==> src/rtl/conv3x3_mac.sv <==
// conv3x3_mac
//   3x3 convolution MAC stage sitting behind the X window buffer. It holds a
//   9-tap signed 8-bit kernel, multiplies the current 3x3 window of unsigned
//   8-bit pixels by it and emits one ACC_W-bit result per window position
//   through a valid/ready handshake. It also steers the window buffer: ALU_en
//   asks it to shift one column, row_finish marks the last column of a row.
//
//   Optional build macro: CONV_RELU_SAT_EN
//     defined   -> the result is clamped to [0,255] and zero-extended to ACC_W
//     undefined -> the result is the raw signed ACC_W sum
//
// Ports
//   clk, rst            clock (rising edge), synchronous active-high reset
//   w_valid, w_data     kernel words, accepted in IDLE only; byte0 = lowest tap
//   start               begin a frame (IDLE with a complete kernel loaded)
//   row_ready           buffer holds a valid window for the current row
//   X_reg1..X_reg3      window rows 0..2; [23:16] left pixel, [7:0] right pixel
//   ALU_en              window consumed, buffer shifts one byte
//   row_finish          1-cycle pulse when the last column of a row is consumed
//   row_count           current output row index
//   out_valid/out_ready/out_data   result handshake
//   busy                frame in progress (state != IDLE)
//   done                1-cycle pulse when the frame has fully drained
module conv3x3_mac #(
  parameter int COLS  = 28,
  parameter int ROWS  = 28,
  parameter int ACC_W = 21
) (
  input  logic             clk,
  input  logic             rst,
  input  logic             w_valid,
  input  logic [31:0]      w_data,
  input  logic             start,
  input  logic             row_ready,
  input  logic [23:0]      X_reg1,
  input  logic [23:0]      X_reg2,
  input  logic [23:0]      X_reg3,
  output logic             ALU_en,
  output logic             row_finish,
  output logic [4:0]       row_count,
  output logic             out_valid,
  input  logic             out_ready,
  output logic [ACC_W-1:0] out_data,
  output logic             busy,
  output logic             done
);

  typedef enum logic [1:0] {
    IDLE  = 2'd0,
    RUN   = 2'd1,
    DRAIN = 2'd2
  } state_t;

  localparam int              CW       = (COLS > 1) ? $clog2(COLS) : 1;
  localparam logic [CW-1:0]   COL_LAST = CW'(COLS - 1);
  localparam logic [4:0]      ROW_LAST = 5'(ROWS - 1);

  state_t                  state;
  logic signed [7:0]       w [9];
  logic [1:0]              w_cnt;
  logic                    k_ok;
  logic [CW-1:0]           col;
  logic signed [16:0]      prod [9];
  logic                    v1, v2;
  logic                    stall, consume, last_col;
  logic [71:0]             win;
  logic signed [ACC_W-1:0] sum;
  logic [ACC_W-1:0]        res;

  // Tap i sits at byte i counted from the MSB: row-major, left pixel first.
  assign win      = {X_reg1, X_reg2, X_reg3};

  assign stall    = v2 && !out_ready;
  assign consume  = (state == RUN) && row_ready && !stall;
  assign last_col = (col == COL_LAST);

  assign ALU_en     = consume && !last_col;
  assign row_finish = consume && last_col;
  assign out_valid  = v2;
  assign busy       = (state != IDLE);
  assign done       = (state == DRAIN) && !v1 && !v2;

  always_comb begin
    sum = '0;
    for (int unsigned i = 0; i < 9; i++) begin
      sum = sum + ACC_W'(prod[i]);
    end
  end

`ifdef CONV_RELU_SAT_EN
  always_comb begin
    if (sum[ACC_W-1]) begin
      res = '0;
    end else if (|sum[ACC_W-2:8]) begin
      res = ACC_W'(255);
    end else begin
      res = {{(ACC_W-8){1'b0}}, sum[7:0]};
    end
  end
`else
  assign res = sum;
`endif

  always_ff @(posedge clk) begin
    if (rst) begin
      state     <= IDLE;
      w_cnt     <= '0;
      k_ok      <= 1'b0;
      col       <= '0;
      row_count <= '0;
      v1        <= 1'b0;
      v2        <= 1'b0;
      out_data  <= '0;
      for (int unsigned i = 0; i < 9; i++) begin
        w[i]    <= '0;
        prod[i] <= '0;
      end
    end else begin
      case (state)
        IDLE: begin
          if (w_valid) begin
            case (w_cnt)
              2'd0: begin
                w[0] <= w_data[7:0];   w[1] <= w_data[15:8];
                w[2] <= w_data[23:16]; w[3] <= w_data[31:24];
                w_cnt <= 2'd1;
              end
              2'd1: begin
                w[4] <= w_data[7:0];   w[5] <= w_data[15:8];
                w[6] <= w_data[23:16]; w[7] <= w_data[31:24];
                w_cnt <= 2'd2;
              end
              default: begin
                w[8]  <= w_data[7:0];
                k_ok  <= 1'b1;
                w_cnt <= 2'd0;
              end
            endcase
          end
          if (start && k_ok) begin
            state     <= RUN;
            col       <= '0;
            row_count <= '0;
          end
        end
        RUN: begin
          if (consume) begin
            if (last_col) begin
              col <= '0;
              if (row_count == ROW_LAST) begin
                row_count <= '0;
                state     <= DRAIN;
              end else begin
                row_count <= row_count + 5'd1;
              end
            end else begin
              col <= col + 1'b1;
            end
          end
        end
        DRAIN: begin
          if (!v1 && !v2) state <= IDLE;
        end
        default: state <= IDLE;
      endcase

      // Both stages freeze together on backpressure so nothing is lost.
      if (!stall) begin
        v1 <= consume;
        v2 <= v1;
        if (consume) begin
          for (int unsigned i = 0; i < 9; i++) begin
            prod[i] <= $signed({1'b0, win[8*(8-i) +: 8]}) * w[i];
          end
        end
        if (v1) out_data <= res;
      end
    end
  end

endmodule

==> config.mk <==
export PLATFORM = sky130hd
export DESIGN_NAME = conv3x3_mac
export DESIGN_NICKNAME = d
export VERILOG_FILES = /design/src/rtl/conv3x3_mac.sv
export SDC_FILE = /design/constraint.sdc
export NUM_CORES = 2
export LEC_CHECK = 0
export ABC_AREA = 1
export BUFFER_PORTS_ARGS = -buffer_cell sky130_fd_sc_hd__buf_4
export CELL_PAD_IN_SITES_DETAIL_PLACEMENT = 2
export CELL_PAD_IN_SITES_GLOBAL_PLACEMENT = 2
export CORE_MARGIN = 4
export CORE_UTILIZATION = 36
export CTS_BUF_LIST = sky130_fd_sc_hd__clkbuf_8
export DETAILED_ROUTE_END_ITERATION = 12
export PLACE_DENSITY = 0.82
export SETUP_SLACK_MARGIN = 0.2
export SLEW_MARGIN = 20
export SYNTH_ARGS = -nofsm -noshare
export SYNTH_HDL_FRONTEND = slang
export SYNTH_SLANG_ARGS = --single-unit
export TNS_END_PERCENT = 10
==> constraint.sdc <==
create_clock -name clk -period 5.47 [get_ports clk]
set_clock_uncertainty 0.05 [all_clocks]
set_input_delay 0.8205 -clock clk [delete_from_list [all_inputs] [get_ports clk]]
set_output_delay 0.8205 -clock clk [all_outputs]
set_load 0.01 [all_outputs]
## Word-level counts from Yosys, hierarchy flattened

Memories as Yosys holds them, arrays and structs flattened.
Index checks and enable logic that the tools add are counted.
W data, S select, Z words.

| word-level totals | value |
|---|---|
| memories kept | 2 |
| latch bits | 0 |
| bits in writable memories | 225 |
| register bits after elaboration | 38 |
| word-level logic and storage cells | 138 |
| output and inout bits | 31 |
| input bits | 110 |
| ROM bits | 0 |

| cells by class | value |
|---|---|
| multipliers | 9 |
| add/sub/neg operators | 10 |
| reduce and logical (&&, ||, !) cells | 25 |
| mux-type cells | 54 |
| bitwise gates (word level) | 20 |
| magnitude comparators | 0 |
| divide/modulo/power cells | 0 |
| shift operators | 0 |
| equality and inequality tests | 10 |

Memory list:

| name | depth | width | read ports | clocked after memory_dff | write ports | line | text |
|---|---|---|---|---|---|---|---|
| prod | 9 | 17 | 9 | 0 | 9 | 63 | `logic signed [16:0] prod [9];` |
| w | 9 | 8 | 9 | 0 | 9 | 59 | `logic signed [7:0] w [9];` |

Operator list:

| kind | number |
|---|---|
| $mul A9 B8 Y17 | 9 |
| $mux W17 | 9 |
| $add A21 B17 Y21 | 4 |
| $mux W8 | 9 |
| $mux W5 | 6 |
| $add A20 B17 Y21 | 1 |
| $mux W1 | 21 |
| $add A19 B17 Y20 | 1 |
| $pmux W5 S2 | 2 |
| $add A18 B17 Y19 | 1 |
| $add A17 B17 Y18 | 1 |
| $or A1 B1 Y1 | 18 |
| $add A5 B1 Y5 const B | 2 |
| $eq A5 B5 Y1 const B | 2 |
| $mux W2 | 5 |
| $logic_and A1 B1 Y1 | 9 |
| $ne A2 B2 Y1 const B | 3 |
| $pmux W2 S3 | 1 |
| $reduce_and A3 Y1 | 2 |
| $logic_not A1 Y1 | 5 |
| $reduce_and A5 Y1 | 1 |
| $eq A2 B1 Y1 const B | 2 |
| $logic_not A2 Y1 | 2 |
| $ne A2 B1 Y1 const B | 2 |
| 7 further kinds | 10 |

## Longest topological paths before layout

| depth | value |
|---|---|
| depth in word-level cells | 9 |
| depth in mapped cells | 21 |
| depth with buffers taken out | 21 |

## Worst setup path after synthesis

No wires, ideal clock.

| path | value |
|---|---|
| kind | in2reg |
| start point | input port rst |
| end point | memory prod[0][0], enable pin |
| arrival | 3909 ps |
| stages | 4 |
| slack | 231 ps |
| setup time | 1280 ps |
| path buffers | 2 |
| required time | 4140 ps |
| cells stage by stage | buf_2 -> inv_1 -> clkbuf_1 -> nand2_1 |

RTL lines:

| element | line | text |
|---|---|---|
| start, declared | 30 | `input logic rst,` |
| end, declared | 63 |  |

==> impl_metrics.py <==
metrics = {
    "outcome": {
        "outcome": "finished clean",
    },
    "synthesis": {
        "synth_edf_count": 225,
        "synth_top_area_cell": "fa_1",
        "yosys.area.top_type_share_pct": 26.73,
        "syn_avg_cell_area_um2": 8.254,
        "ys_seq_area_share_pct": 22.06,
        "yosys_warnings": 0,
        "ys.flop_type": "edfxtp_1",
        "syn_inst": 4128,
        "synthTopCellsByArea": "fa_1, edfxtp_1, ha_1",
        "async_flop_share_pct": 0,
        "syn_nets": 5103,
        "syn_area_um2": 34070,
        "yosysUniqueCellTypes": 41,
        "postSynthRegisterBits": 263,
    },
    "cells_and_area": {
        "area_growth_pct": 9.320,
        "seq_area_um2": 7517,
        "fin_nets": 5154,
        "fillCellCount": 10719,
        "layout_common_cells": "inv_1, nand2_1, fa_1",
        "final_common_cell": "inv_1",
        "multi_input_area_um2": 21700,
        "finalNonFillerCells": 5475,
        "drive_gt1_share_pct": 6.638,
    },
    "place": {
        "dp_slack_ps": 357.4,
        "gp_congestion": 0.8598,
        "port-buffer-count": 140,
        "hpwl_um": 96130,
        "dpl.cell_count": 5377,
    },
    "clock_tree": {
        "cts_tree": "built",
        "cts_buffer_depth": 3,
        "path_clk_slew_ps": 70,
        "root_buffer": "clkbuf_8",
        "cts_setup_buffers": 0,
        "cts_num_sinks": 263,
        "cts.repair.resized": 0,
        "h-tree-depth": 2,
        "cts_made_buffers": 54,
        "clock_latency_ps": 700,
        "cts_hold_buf": 0,
    },
    "drt": {
        "vias": 27125,
        "via_per_inst": 4.954,
        "drt_iter0_drc": 1340,
        "ant_nets": 0,
        "wl_per_cell_um": 21.24,
        "drt-pass1-iter-count": 5,
        "drc": 0,
        "drt-total-wl_um": 116300,
    },
    "floorplan": {
        "die_h_um": 315.6,
        "core_area_um2": 93610,
        "row_count": 112,
        "die_w_um": 315.6,
        "io-pin-count": 141,
        "die_area_um2": 99630,
        "start_util_pct": 36.40,
    },
    "critical_path": {
        "r2r-end": "prod[0][60]",
        "cpPeakStageDelay_ps": 520,
        "cp-end-kind": "flop",
        "crit_cells": 15,
        "r2r_start": "w[0][31]",
        "cp-start-kind": "flop",
        "worstSetupEndpoint": "prod[0][60]",
        "cp_slowest_cell": "fa_1",
        "path_cells": "inv_1 -> or2_2 -> fa_1 -> fa_1 -> inv_1 -> fa_1 -> inv_1 -> fa_1 -> inv_1 -> ha_1 -> a21oi_1 -> o21ai_0 -> a21oi_1 -> o21ai_1 -> a21oi_1",
        "crit_path_max_fanout": 9,
        "reg2reg_depth": 15,
        "crit_type": "flop to flop",
        "crit_required_ps": 5850,
        "cp_data_arrival_time_ps": 5400,
        "cp_top_family": "adder cells",
        "cp_num_buf_inv": 4,
        "crit_start": "w[0][31]",
        "ff2ff_setup_slack_ps": 450,
    },
    "worst_hold_path": {
        "hp-start": "k_ok",
        "min_path_type": "flop to flop",
    },
    "power_and_ir_drop": {
        "p_leak_uw": 0.02066,
        "ir_worst_vdd_v": 0.0001778,
        "powerDensity_nw_per_um2": 321.6,
    },
    "timing": {
        "layout_min_cycle_time_ps": 5023,
        "finalWorstSetupSlack_ps": 447.1,
        "slew-limit-headroom_pct": 24.71,
        "tightest_slew_ps": 1125,
        "setup_viol": 0,
        "finalSetupTns_ps": 0,
        "grt_setup_unrepaired": "no",
        "drv_slew": 0,
        "whs_ps": 441.5,
        "max_freq_ghz": 0.1991,
        "finalHoldViolCount": 0,
        "period_share_pct": 91.83,
    },
    "global_routing": {
        "grt-ovfl-total": 0,
        "grt_usage_pct": 23.68,
        "grt_pass1_vias": 32124,
        "grt_max_degree": 85,
        "grt_pass1_wl_um": 181200,
        "antenna_found_initial": 8,
    },
    "run": {
        "maxCapViolCount": 0,
    },
}
[area by class of cell]
type                    count  area share [%]
repair buffers            154           3.137
flip-flops and latches    263           20.18
multi-input cells        2575           58.25
diodes                      3         0.02015
clock inverters            38          0.6920
clock buffers              57           2.106
well taps                1254           4.212
inverters                1131           11.40
[how the worst min path moves through the flow]
stage	slack [ps]	cells past startpoint	to
after global placement	430	2	k_ok
final	440	2	k_ok
after global routing	450	4	w_cnt[0]
after detailed placement	440	2	k_ok
after CTS	410	4	w_cnt[0]
after floorplan	390	2	k_ok
[sequential cells by signal (all words and copies together), names as in the netlist]
name       cells
w_cnt          2
state          2
v1             1
row_count      5
out_data      21
out_valid      1
col            5
w             72
k_ok           1
prod         153
[where the power goes]
part | total (uW) | switching, uW | internal, uW
sequential | 2460 | 172 | 2290
combinational | 7350 | 4820 | 2530
clock | 2160 | 1020 | 1140
[worst register-to-register path: stages (launching register included)]
cell	delay [ps]
edfxtp_1	510
inv_1	250
or2_2	350
fa_1	410
fa_1	520
inv_1	50
fa_1	480
inv_1	60
fa_1	490
inv_1	40
ha_1	330
a21oi_1	250
o21ai_0	200
a21oi_1	310
o21ai_1	120
a21oi_1	350
[synthesized netlist by cell type (2+ instances only)]
library cell / number
a21oi_1: 196
buf_2: 11
buf_6: 2
clkbuf_1: 138
clkbuf_2: 6
clkinv_1: 2
dfxtp_1: 38
edfxtp_1: 225
fa_1: 455
ha_1: 410
inv_1: 1125
inv_2: 4
nand2_1: 797
nand2_4: 2
nand3_1: 96
nand4_1: 18
nor2_1: 329
nor3_1: 7
o211ai_1: 2
o21a_1: 18
o21ai_0: 155
o21ai_1: 13
or2_2: 43
xnor2_1: 4
xor2_1: 16
[routing by layer]
| layer | vias up | share of wire (%) | global-route usage, % |
|---|---|---|---|
| met5 | - | 0 | 0 |
| met4 | 0 | 4.8 | 9.594 |
| met3 | 209 | 3.8 | 3.539 |
| met2 | 471 | 51 | 43.78 |
| met1 | 13980 | 40 | 27.36 |
| li1 | 12465 | - | - |
[per-stage QoR]
stage / util, % / cell area, um2 / power (uW)
after floorplan: - / 34070 / 7397
after global placement: 38.67 / 36200 / 9222
after detailed placement: 38.67 / 36200 / 9794
after CTS: 39.78 / 37240 / 12070
after global routing: 39.79 / 37250 / 13210
final: 39.79 / 37250 / 11980
[cells by family after synthesis]
logic type / Yosys count / synth area share [%]
flops: 263 / 22.06
compound gates: 389 / 5.901
simple gates: 1301 / 15.40
xor+xnor: 20 / 0.5141
fa+ha+maj: 865 / 41.79
buf+inv: 1290 / 14.33
Note: power is estimated with default switching activity, not from simulation.
